[config.mk]
export PLATFORM = sky130hd
export DESIGN_NAME = mesh_switch_alloc
export DESIGN_NICKNAME = d
export VERILOG_FILES = /design/src/rtl/mesh_switch_alloc.sv
export SDC_FILE = /design/constraint.sdc
export NUM_CORES = 1
export LEC_CHECK = 0
export CORE_MARGIN = 4
export CORE_UTILIZATION = 50
export CTS_BUF_LIST = sky130_fd_sc_hd__clkbuf_8
export CTS_CLUSTER_SIZE = 10
export DETAILED_ROUTE_END_ITERATION = 12
export HOLD_SLACK_MARGIN = 0.08
export PLACE_DENSITY = 0.69
export SETUP_SLACK_MARGIN = 0.3
export SLEW_MARGIN = 20
export SYNTH_ARGS = -nofsm -noshare
export SYNTH_HDL_FRONTEND = slang
export SYNTH_SLANG_ARGS = --single-unit
[constraint.sdc]
create_clock -name clk -period 6.5 [get_ports clk]
set_input_delay 1.625 -clock clk [delete_from_list [all_inputs] [get_ports clk]]
set_output_delay 1.625 -clock clk [all_outputs]
set_load 0.05 [all_outputs]
[src/rtl/mesh_switch_alloc.sv]
// Switch allocator for the mesh router: per-output round-robin arbitration,
// wormhole locking for multi-flit packets and credit-based downstream flow control.
module mesh_switch_alloc #(
  parameter int N_PORTS = 5,
  parameter int CREDITS = 4,
  localparam int SEL_W = $clog2(N_PORTS),
  localparam int CNT_W = $clog2(CREDITS + 1)
) (
  input  logic                         clk,
  input  logic                         reset_n,
  input  logic [N_PORTS-1:0]           i_req_val,
  input  logic [N_PORTS*N_PORTS-1:0]   i_output_req,
  input  logic [N_PORTS-1:0]           i_tail,
  input  logic [N_PORTS-1:0]           i_credit,
  output logic [N_PORTS-1:0]           o_grant,
  output logic [N_PORTS*SEL_W-1:0]     o_sel,
  output logic [N_PORTS-1:0]           o_val,
  output logic                         o_credit_err
);

  logic [N_PORTS-1:0]                  lock_vld;
  logic [N_PORTS-1:0][SEL_W-1:0]       lock_src;
  logic [N_PORTS-1:0][SEL_W-1:0]       rr_ptr;
  logic [N_PORTS-1:0][CNT_W-1:0]       credit;
  logic                                err;

  logic [N_PORTS-1:0][N_PORTS-1:0]     req;
  logic [N_PORTS-1:0]                  win;
  logic [N_PORTS-1:0][SEL_W-1:0]       win_src;
  logic [N_PORTS-1:0][SEL_W-1:0]       sel;
  logic [N_PORTS-1:0]                  grant;

  // req is output-major: req[j][i] = input i wants output j
  always_comb begin
    req = '0;
    for (int i = 0; i < N_PORTS; i++) begin
      for (int j = 0; j < N_PORTS; j++) begin
        req[j][i] = i_req_val[i] & i_output_req[i*N_PORTS + j];
      end
    end
  end

  always_comb begin
    int idx;
    idx     = 0;
    win     = '0;
    win_src = '0;
    sel     = '0;
    grant   = '0;
    for (int j = 0; j < N_PORTS; j++) begin
      if (lock_vld[j]) sel[j] = lock_src[j];
      if (credit[j] != '0) begin
        if (lock_vld[j]) begin
          if (req[j][lock_src[j]]) begin
            win[j]     = 1'b1;
            win_src[j] = lock_src[j];
          end
        end else begin
          // scan farthest-first so the candidate nearest rr_ptr is written last
          for (int k = N_PORTS - 1; k >= 0; k--) begin
            idx = int'(rr_ptr[j]) + k;
            if (idx >= N_PORTS) idx = idx - N_PORTS;
            if (req[j][idx]) begin
              win[j]     = 1'b1;
              win_src[j] = SEL_W'(idx);
            end
          end
        end
      end
      if (win[j]) begin
        sel[j]             = win_src[j];
        grant[win_src[j]]  = 1'b1;
      end
    end
  end

  assign o_grant      = reset_n ? grant : '0;
  assign o_val        = reset_n ? win   : '0;
  assign o_sel        = reset_n ? sel   : '0;
  assign o_credit_err = err;

  always_ff @(posedge clk or negedge reset_n) begin
    if (!reset_n) begin
      lock_vld <= '0;
      lock_src <= '0;
      rr_ptr   <= '0;
      credit   <= {N_PORTS{CNT_W'(CREDITS)}};
      err      <= 1'b0;
    end else begin
      for (int j = 0; j < N_PORTS; j++) begin
        if (win[j]) begin
          lock_vld[j] <= ~i_tail[win_src[j]];
          if (!i_tail[win_src[j]]) lock_src[j] <= win_src[j];
          // pointer only advances on packet heads
          if (!lock_vld[j]) begin
            rr_ptr[j] <= (win_src[j] == SEL_W'(N_PORTS - 1)) ? '0 : win_src[j] + 1'b1;
          end
        end
        if (win[j] && !i_credit[j]) begin
          credit[j] <= credit[j] - 1'b1;
        end else if (!win[j] && i_credit[j]) begin
          if (credit[j] == CNT_W'(CREDITS)) err <= 1'b1;
          else credit[j] <= credit[j] + 1'b1;
        end
      end
    end
  end

endmodule

=== Word level (Yosys, flattened, before mapping) ===
Index checks and enable logic that the tools add are counted.

* Register bits: 51

* Add/sub/neg operators: 60
* Order comparisons: 65
* Equality and inequality tests: 15
* Mux-type cells: 313
* Bitwise logic cells: 39
* Reductions and logical operators: 50

{| class="wikitable"
|+ Operators with widths
! operator !! count
|-
| $mux W32 || 75
|-
| $lt A32 B5 Y1 const B || 25
|-
| $mux W3 || 70
|-
| $mux W1 || 120
|-
| $bmux W1 S3 || 35
|-
| $sub A4 B3 Y5 const B || 20
|-
| $ge A4 B3 Y1 const B || 20
|-
| $add A3 B2 Y4 const B || 10
|-
| $lt A3 B4 Y1 const B || 10
|-
| $mux W5 || 7
|-
| $add A3 B1 Y3 const B || 10
|-
| $eq A3 B3 Y1 const B || 10
|-
| $reduce_and A2 Y1 || 15
|-
| $and A1 B1 Y1 || 25
|-
| $add A3 B1 Y4 const B || 5
|-
| $add A3 B3 Y4 const B || 5
|-
| $or A5 B5 Y5 || 4
|-
| $sub A3 B3 Y4 const B || 5
|-
| $demux W1 S3 || 5
|-
| $ge A3 B1 Y1 const B || 5
|-
| $ge A3 B3 Y1 const B || 5
|-
| $logic_and A1 B1 Y1 || 15
|-
| $mux W15 || 1
|-
| $reduce_bool A3 Y1 || 5
|-
| 5 further kinds || 35
|}

=== Logic depth before layout (Yosys ltp) ===
Gate-level depths: netlist (run 1).

* Depth in word-level cells: 31
* Depth in mapped cells: 22
* Gate-level depth less buffers: 19

=== Worst setup path after synthesis (run 1) ===
No wires, ideal clock.

* Kind: input port to output port
* Start point: input port i_req_val[2]
* End point: output port o_grant[4]
* Arrival: 4.514 ns
* Data required time: 4.875 ns
* Slack: 0.361 ns
* Stages on the path: 10
* Path through: clkbuf_1 and2_1 mux2i_1 mux4_2 o2bb2ai_1 nor3_1 a31oi_2 o21ai_1 and4b_1 a21oi_1

* Word-level cells in the longest chain between the ends: 25
* Elaborated cells on any way between the ends: 205
* Classes of those cells: order compare (10); mux (181); bitwise (9); reduce/logical (5)

{| class="wikitable"
|+ RTL lines
! what !! line !! RTL
|-
| start: declaration || 11 || <nowiki>input logic [N_PORTS-1:0] i_req_val,</nowiki>
|-
| $and A1 B1 Y1 || 38 || <nowiki>req[j][i] = i_req_val[i] & i_output_req[i*N_PORTS + j];</nowiki>
|-
| $bmux W1 S3 || 63 || <nowiki>if (req[j][idx]) begin</nowiki>
|-
| $mux W1 (not written as such) (2 in a row) || 63 ||
|-
| $mux W3 (5 in a row) || 63 ||
|-
| $mux W3 || 53 || <nowiki>if (lock_vld[j]) begin</nowiki>
|-
| $mux W3 || 52 || <nowiki>if (credit[j] != '0) begin</nowiki>
|-
| $lt A3 B4 Y1 (not written as such) or $ge A3 B1 Y1 (tied branches) || 72 || <nowiki>grant[win_src[j]] = 1'b1;</nowiki>
|-
| $logic_and A1 B1 Y1 (not written as such) || 72 ||
|-
| (+4 left out) || - ||
|-
| $mux W5 || 70 || <nowiki>if (win[j]) begin</nowiki>
|-
| $or A5 B5 Y5 (no line) || - ||
|-
| $mux W5 || 70 ||
|-
| $or A5 B5 Y5 (no line) || - ||
|-
| $mux W5 || 70 ||
|-
| $or A5 B5 Y5 (no line) || - ||
|-
| $mux W5 (*) || 70 ||
|-
| $mux W5 (*) || 77 || <nowiki>assign o_grant = reset_n ? grant : '0;</nowiki>
|-
| end: declaration || 15 || <nowiki>output logic [N_PORTS-1:0] o_grant,</nowiki>
|}

Mark *: on every way between the ends. The rest lies on a longest branch, timed or not. The select of a mux whose other input is x is not followed.

==> flow_summary.json, run 1 <==
{
  "end_kind": "output pin",
  "synth_flop_cell": "dfrtp_1",
  "cts_max_level": 2,
  "status": "finished, final reports clean",
  "insertion_delay_ns": 0.32,
  "cpPeakStageDelay_ns": 0.53,
  "post-route-worst-setup-slack_ns": 0.327,
  "synthSimpleGateAreaFrac": 0.257,
  "crit_required_ns": 4.88,
  "synth.distinct_cells": 103,
  "synth_fa_ha_area_frac": 0.112,
  "synth_top_area_frac": 0.117,
  "fp-row-count": 50,
  "synthCells": 1342,
  "synth_edf_count": 0,
  "ys_seq_elements": 51,
  "synth_top_cell_by_area": "dfrtp_1",
  "grt_max_degree": 35,
  "io_buffers": 67,
  "drt-total-wl_mm": 33.1,
  "grt_antenna_before_repair": 0,
  "syn_area_per_cell_um2": 7.31,
  "max_freq_mhz": 162,
  "via_per_inst": 6.50,
  "gp_congestion": 0.993,
  "min_path_type": "flip-flop to flip-flop",
  "die_h_um": 148,
  "cts_made_buffers": 5,
  "wire_per_inst_um": 19.2,
  "synth_compound_area_frac": 0.328,
  "die_w_um": 148,
  "reg2reg_to": "credit[14]",
  "drt_iter0_drc": 862,
  "vias": 11200,
  "final_cell_mix": "nand2_1 (118), buf_4 (107), nor2_1 (94)",
  "cp-start-kind": "primary input",
  "synthArstFlopShare": 1.00,
  "cts.clk_slew.worst_paths_ns": 0.11,
  "synth_xor_area_frac": 0.0237,
  "synth_sequential_area_ratio": 0.131,
  "fin_skew_ns": 0.00827,
  "cts_tree": "yes",
  "dpl.hpwl_mm": 24.6,
  "antenna_left": 0,
  "crit_slowest_cell": "clkdlybuf4s50_1",
  "rr_worst_depth": 18,
  "slew_headroom": 0.400,
  "dieArea_um2": 21900,
  "final_common_cell": "nand2_1",
  "core-area_um2": 19000,
  "grtUsageTotal": 0.290,
  "crit_end": "o_grant[0]",
  "synthTopCellsByArea": "dfrtp_1 (12%), ha_1 (10%), nand2_1 (5.0%), a21oi_1 (4.8%), mux2i_1 (4.1%)",
  "synth.area.mux_share": 0.0856,
  "drcViolationCount": 0,
  "startpoint": "i_output_req[13]",
  "cp_data_arrival_time_ns": 4.55,
  "fin_nets": 1593,
  "setup-violations-final": 0,
  "crit_type": "primary input to output pin",
  "cp_max_fo": 4,
  "firstDrtPassIters": 8,
  "cts_max_path_buffers": 2,
  "grt_pass1_vias": 10300,
  "synth_area_um2": 9810,
  "final_max_slew_viol_count": 0,
  "cts_hold_buf": 0,
  "seq_area_um2": 1280,
  "grt_overflow": 0,
  "finalCritPeriodShare": 0.950,
  "start_util": 0.516,
  "cap_viol_max_count": 0,
  "pre_cts_ws_ns": -0.00590,
  "antennaDiodeCount": 0,
  "clock_sinks": 51,
  "syn_to_final_growth_pct": 23.0,
  "rsz0062_at_grt": "yes",
  "hold_ws_ns": 0.541,
  "hold_violations": 0,
  "top_level_ports": 68,
  "yosysWarnings": 0,
  "drive_gt1_frac": 0.188,
  "reg2reg_from": "rr_ptr[13]",
  "fin_crit_ns": 6.17,
  "cts-root-buf": "clkbuf_8",
  "syn_nets": 1469,
  "worst_slew_pin_slew_ns": 0.878,
  "path_cells": "clkdlybuf4s50_1 > nand2_2 > o21ai_0 > mux4_2 > o211ai_1 > nor2b_1 > a211o_1 > a31oi_2 > inv_1 > o32ai_2 > o31a_1 > buf_12",
  "grt_pass1_wl_mm": 52.8,
  "synth_top_family_by_area": "compound AO/OA/AOI/OAI gates",
  "tns_ns": 0,
  "ff2ff_setup_slack_ns": 1.75,
  "multi_input_area_um2": 8180,
  "fillers": 1734
}
-- cells in the mapped netlist (21+ instances only) --
master and instances:
o21ai_0 76, a21oi_1 94, nor3_1 40, nand2_1 132
dfrtp_1 46, ha_1 80, mux2i_1 40, clkbuf_1 28
nand3b_1 21, inv_1 85, a31oi_1 31, a211oi_1 25
nor2b_1 22, nor2_1 94, nand3_1 63, o211ai_1 30
buf_2 22
-- layer usage --
metal / vias up / global-route usage / share of wire
met3: 75 / 0.0293 / 0.078
met2: 515 / 0.470 / 0.46
met1: 5324 / 0.408 / 0.43
met5: - / 0 / 0
li1: 5315 / - / -
met4: 0 / 0.0924 / 0.031
-- flip-flops by register name (all words and copies together) (netlist names) --
| name | count |
|---|---|
| credit | 15 |
| lock_src | 15 |
| rr_ptr | 15 |
| lock_vld | 5 |
| o_credit_err | 1 |
-- critical path: cells and delay by family --
kind / cells / cell delay (ns)
AOI/OAI and AO/OA: 6 / 1.50
buffers and inverters: 3 / 0.84
muxes: 1 / 0.27
and+or+nand+nor: 2 / 0.31
-- per-stage QoR --
| step | util | area [um2] | std cells |
|---|---|---|---|
| after floorplan | - | 9810 | 1342 |
| after global placement | 0.598 | 11400 | 1694 |
| after detailed placement | 0.598 | 11400 | 1694 |
| after CTS | 0.620 | 11800 | 1719 |
| after global routing | 0.635 | 12100 | 1727 |
| final | 0.635 | 12100 | 1727 |
-- kinds of logic (layout without fill, tap and decap cells) --
family | after synthesis | in the layout
adder cells (fa/ha/maj) | 85 | 85
XOR/XNOR | 24 | 24
AO/OA/AOI/OAI | 463 | 463
AND/OR/NAND/NOR | 497 | 497
buffers and inverters | 153 | 278
flip-flops | 51 | 51
multiplexers | 69 | 69
-- how the worst min path moves through the flow --
stage                    from   endpoint  slack [ns]  cells after the start
global route        credit[8]  credit[8]        0.55                      2
finish              credit[8]  credit[8]        0.54                      2
global placement    credit[8]  credit[8]        0.51                      2
CTS                 credit[8]  credit[8]        0.54                      2
detailed placement  credit[8]  credit[8]        0.53                      2
floorplan           credit[8]  credit[8]        0.49                      2
-- timing repair --
| item | CTS | global route |
|---|---|---|
| setup endpoints to repair | 15 | 14 |
| pin swaps | 14 | 22 |
| gates cloned | 3 | 0 |
| setup buffers | 14 | 8 |
| resized for setup | 33 | 66 |
-- layout make-up --
type                       instances  area share
multi-input combinational       1138       0.678
inverter                          95      0.0303
clock inverter                     3     0.00342
tap                              260      0.0270
clock buffer                       5     0.00570
sequential                        51       0.106
timing repair buffer             175       0.150
Power of run 1 is left out: the tool's default activity adds up to more than one toggle a clock period on the data nets, which glitch-free logic cannot reach.
==> run 2: changes to the inputs <==
--- a/config.mk
+++ b/config.mk
@@ -12,6 +12,7 @@
 export DETAILED_ROUTE_END_ITERATION = 12
 export HOLD_SLACK_MARGIN = 0.08
 export PLACE_DENSITY = 0.69
+export REMOVE_ABC_BUFFERS = 1
 export SETUP_SLACK_MARGIN = 0.3
 export SLEW_MARGIN = 20
 export SYNTH_ARGS = -nofsm -noshare
==> run 2 against run 1 <==
Count of clock-buffer cells in the layout unchanged. Global-route usage about the same. Critical path type unchanged. Worst setup slack better by 0.015 ns. Core utilization up 0.40 points. Non-clock buffer count up 3. Die area unchanged. Via count up 0.29%. Clock skew up 0.011 ns. Sequential share of layout area about the same. First-iteration DRC count up 30%. Design area up 0.63%.
==> flow_summary.json, run 2 (synthesis results as in run 1) <==
{
  "dpl.hpwl_mm": 24.6,
  "cp_max_fo": 4,
  "fin_nets": 1596,
  "die_w_um": 148,
  "finalCritPeriodShare": 0.947,
  "drt-total-wl_mm": 33.8,
  "final_cell_mix": "nand2_1 (121), buf_4 (107), nor2_1 (94)",
  "die_h_um": 148,
  "cts-root-buf": "clkbuf_8",
  "worst_slew_pin_slew_ns": 0.910,
  "tns_ns": 0,
  "cpPeakStageDelay_ns": 0.47,
  "grt_antenna_before_repair": 0,
  "fin_skew_ns": 0.0195,
  "status": "finished, final reports clean",
  "drt_iter0_drc": 1119,
  "start_util": 0.516,
  "grt_overflow": 0,
  "crit_slowest_cell": "mux4_2",
  "io_buffers": 67,
  "top_level_ports": 68,
  "cts_made_buffers": 5,
  "cts.clk_slew.worst_paths_ns": 0.10,
  "cts_hold_buf": 0,
  "slew_headroom": 0.393,
  "grt_pass1_wl_mm": 53.0,
  "crit_required_ns": 4.88,
  "antenna_left": 0,
  "fin_crit_ns": 6.16,
  "core-area_um2": 19000,
  "max_freq_mhz": 162,
  "drive_gt1_frac": 0.193,
  "final_max_slew_viol_count": 0,
  "gp_congestion": 0.997,
  "fp-row-count": 50,
  "setup-violations-final": 0,
  "cp_data_arrival_time_ns": 4.53,
  "clock_sinks": 51,
  "vias": 11300,
  "cap_viol_max_count": 0,
  "wire_per_inst_um": 19.5,
  "final_common_cell": "nand2_1",
  "end_kind": "output pin",
  "rsz0062_at_grt": "no",
  "grtUsageTotal": 0.290,
  "drcViolationCount": 0,
  "via_per_inst": 6.51,
  "cts_max_path_buffers": 2,
  "hold_violations": 0,
  "finish.utilization": 0.639,
  "cp-start-kind": "primary input",
  "firstDrtPassIters": 10,
  "syn_to_final_growth_pct": 23.8,
  "cts_tree": "yes",
  "grt_pass1_vias": 10200,
  "dieArea_um2": 21900,
  "insertion_delay_ns": 0.32,
  "min_path_type": "flip-flop to flip-flop",
  "cts_max_level": 2,
  "path_cells": "clkdlybuf4s50_1 > and2_4 > mux4_2 > mux2_4 > a21oi_4 > o2111ai_2 > o31ai_4 > a21oi_2 > nand2_2 > o22ai_1 > o31a_1 > buf_12",
  "crit_type": "primary input to output pin",
  "grt_max_degree": 57,
  "largestRegisters": "credit: 15 flops, lock_src: 15 flops, rr_ptr: 15 flops"
}
-- run 2: area by class of cell --
type                    count  area [um2]
multi-input cells        1138        8230
fillers                  1735        6870
repair buffers            178        1840
flip-flops and latches     51        1290
inverters                  95         369
well taps                 260         325
clock buffers               5        68.8
clock inverters             3        22.5
diodes                      1        2.50
-- run 2: metrics by stage --
step                setup slack, ns  area, um2  hold WS, ns  std cells
floorplan                     0.223       9550        0.491       1284
global route                  0.289      12100        0.573       1730
finish                        0.342      12100        0.537       1731
global placement             0.0871      11400        0.509       1693
CTS                           0.300      11800        0.537       1718
detailed placement           0.0119      11400        0.522       1693
-- run 2: path summary, 6_finish.rpt --
check | from | endpoint | slack, ns | cells past startpoint
max in group asynchronous | reset_n | rr_ptr[2] | 4.50 | 2
min reg2reg | credit[8] | credit[8] | 0.54 | 2
max | i_output_req[17] | o_grant[2] | 0.34 | 12
min in group asynchronous | reset_n | rr_ptr[12] | 1.47 | 2
max reg2reg | rr_ptr[12] | credit[14] | 1.83 | 18
min | credit[8] | credit[8] | 0.54 | 2
-- run 2: worst max-delay path: cells and delay by family --
| kind | cells | cell delay (ns) |
|---|---|---|
| buf+inv | 2 | 0.64 |
| mux | 2 | 0.78 |
| simple gates | 2 | 0.29 |
| compound gates | 6 | 1.18 |
-- run 2: per-layer routing --
| metal | vias up | wire length (um) | track usage |
|---|---|---|---|
| met5 | - | 0 | 0 |
| met4 | 0 | 782 | 0.0836 |
| met3 | 69 | 2560 | 0.0311 |
| met2 | 514 | 15500 | 0.465 |
| met1 | 5346 | 14900 | 0.416 |
| li1 | 5333 | - | - |
-- run 2: what timing repair did --
item,4_1_cts,5_1_grt
cloned,4,0
buffers inserted,13,12
gates resized for setup,36,76
endpoints found under the setup margin,16,19
pin swaps,11,19
Power of run 2 is left out for the same reason.
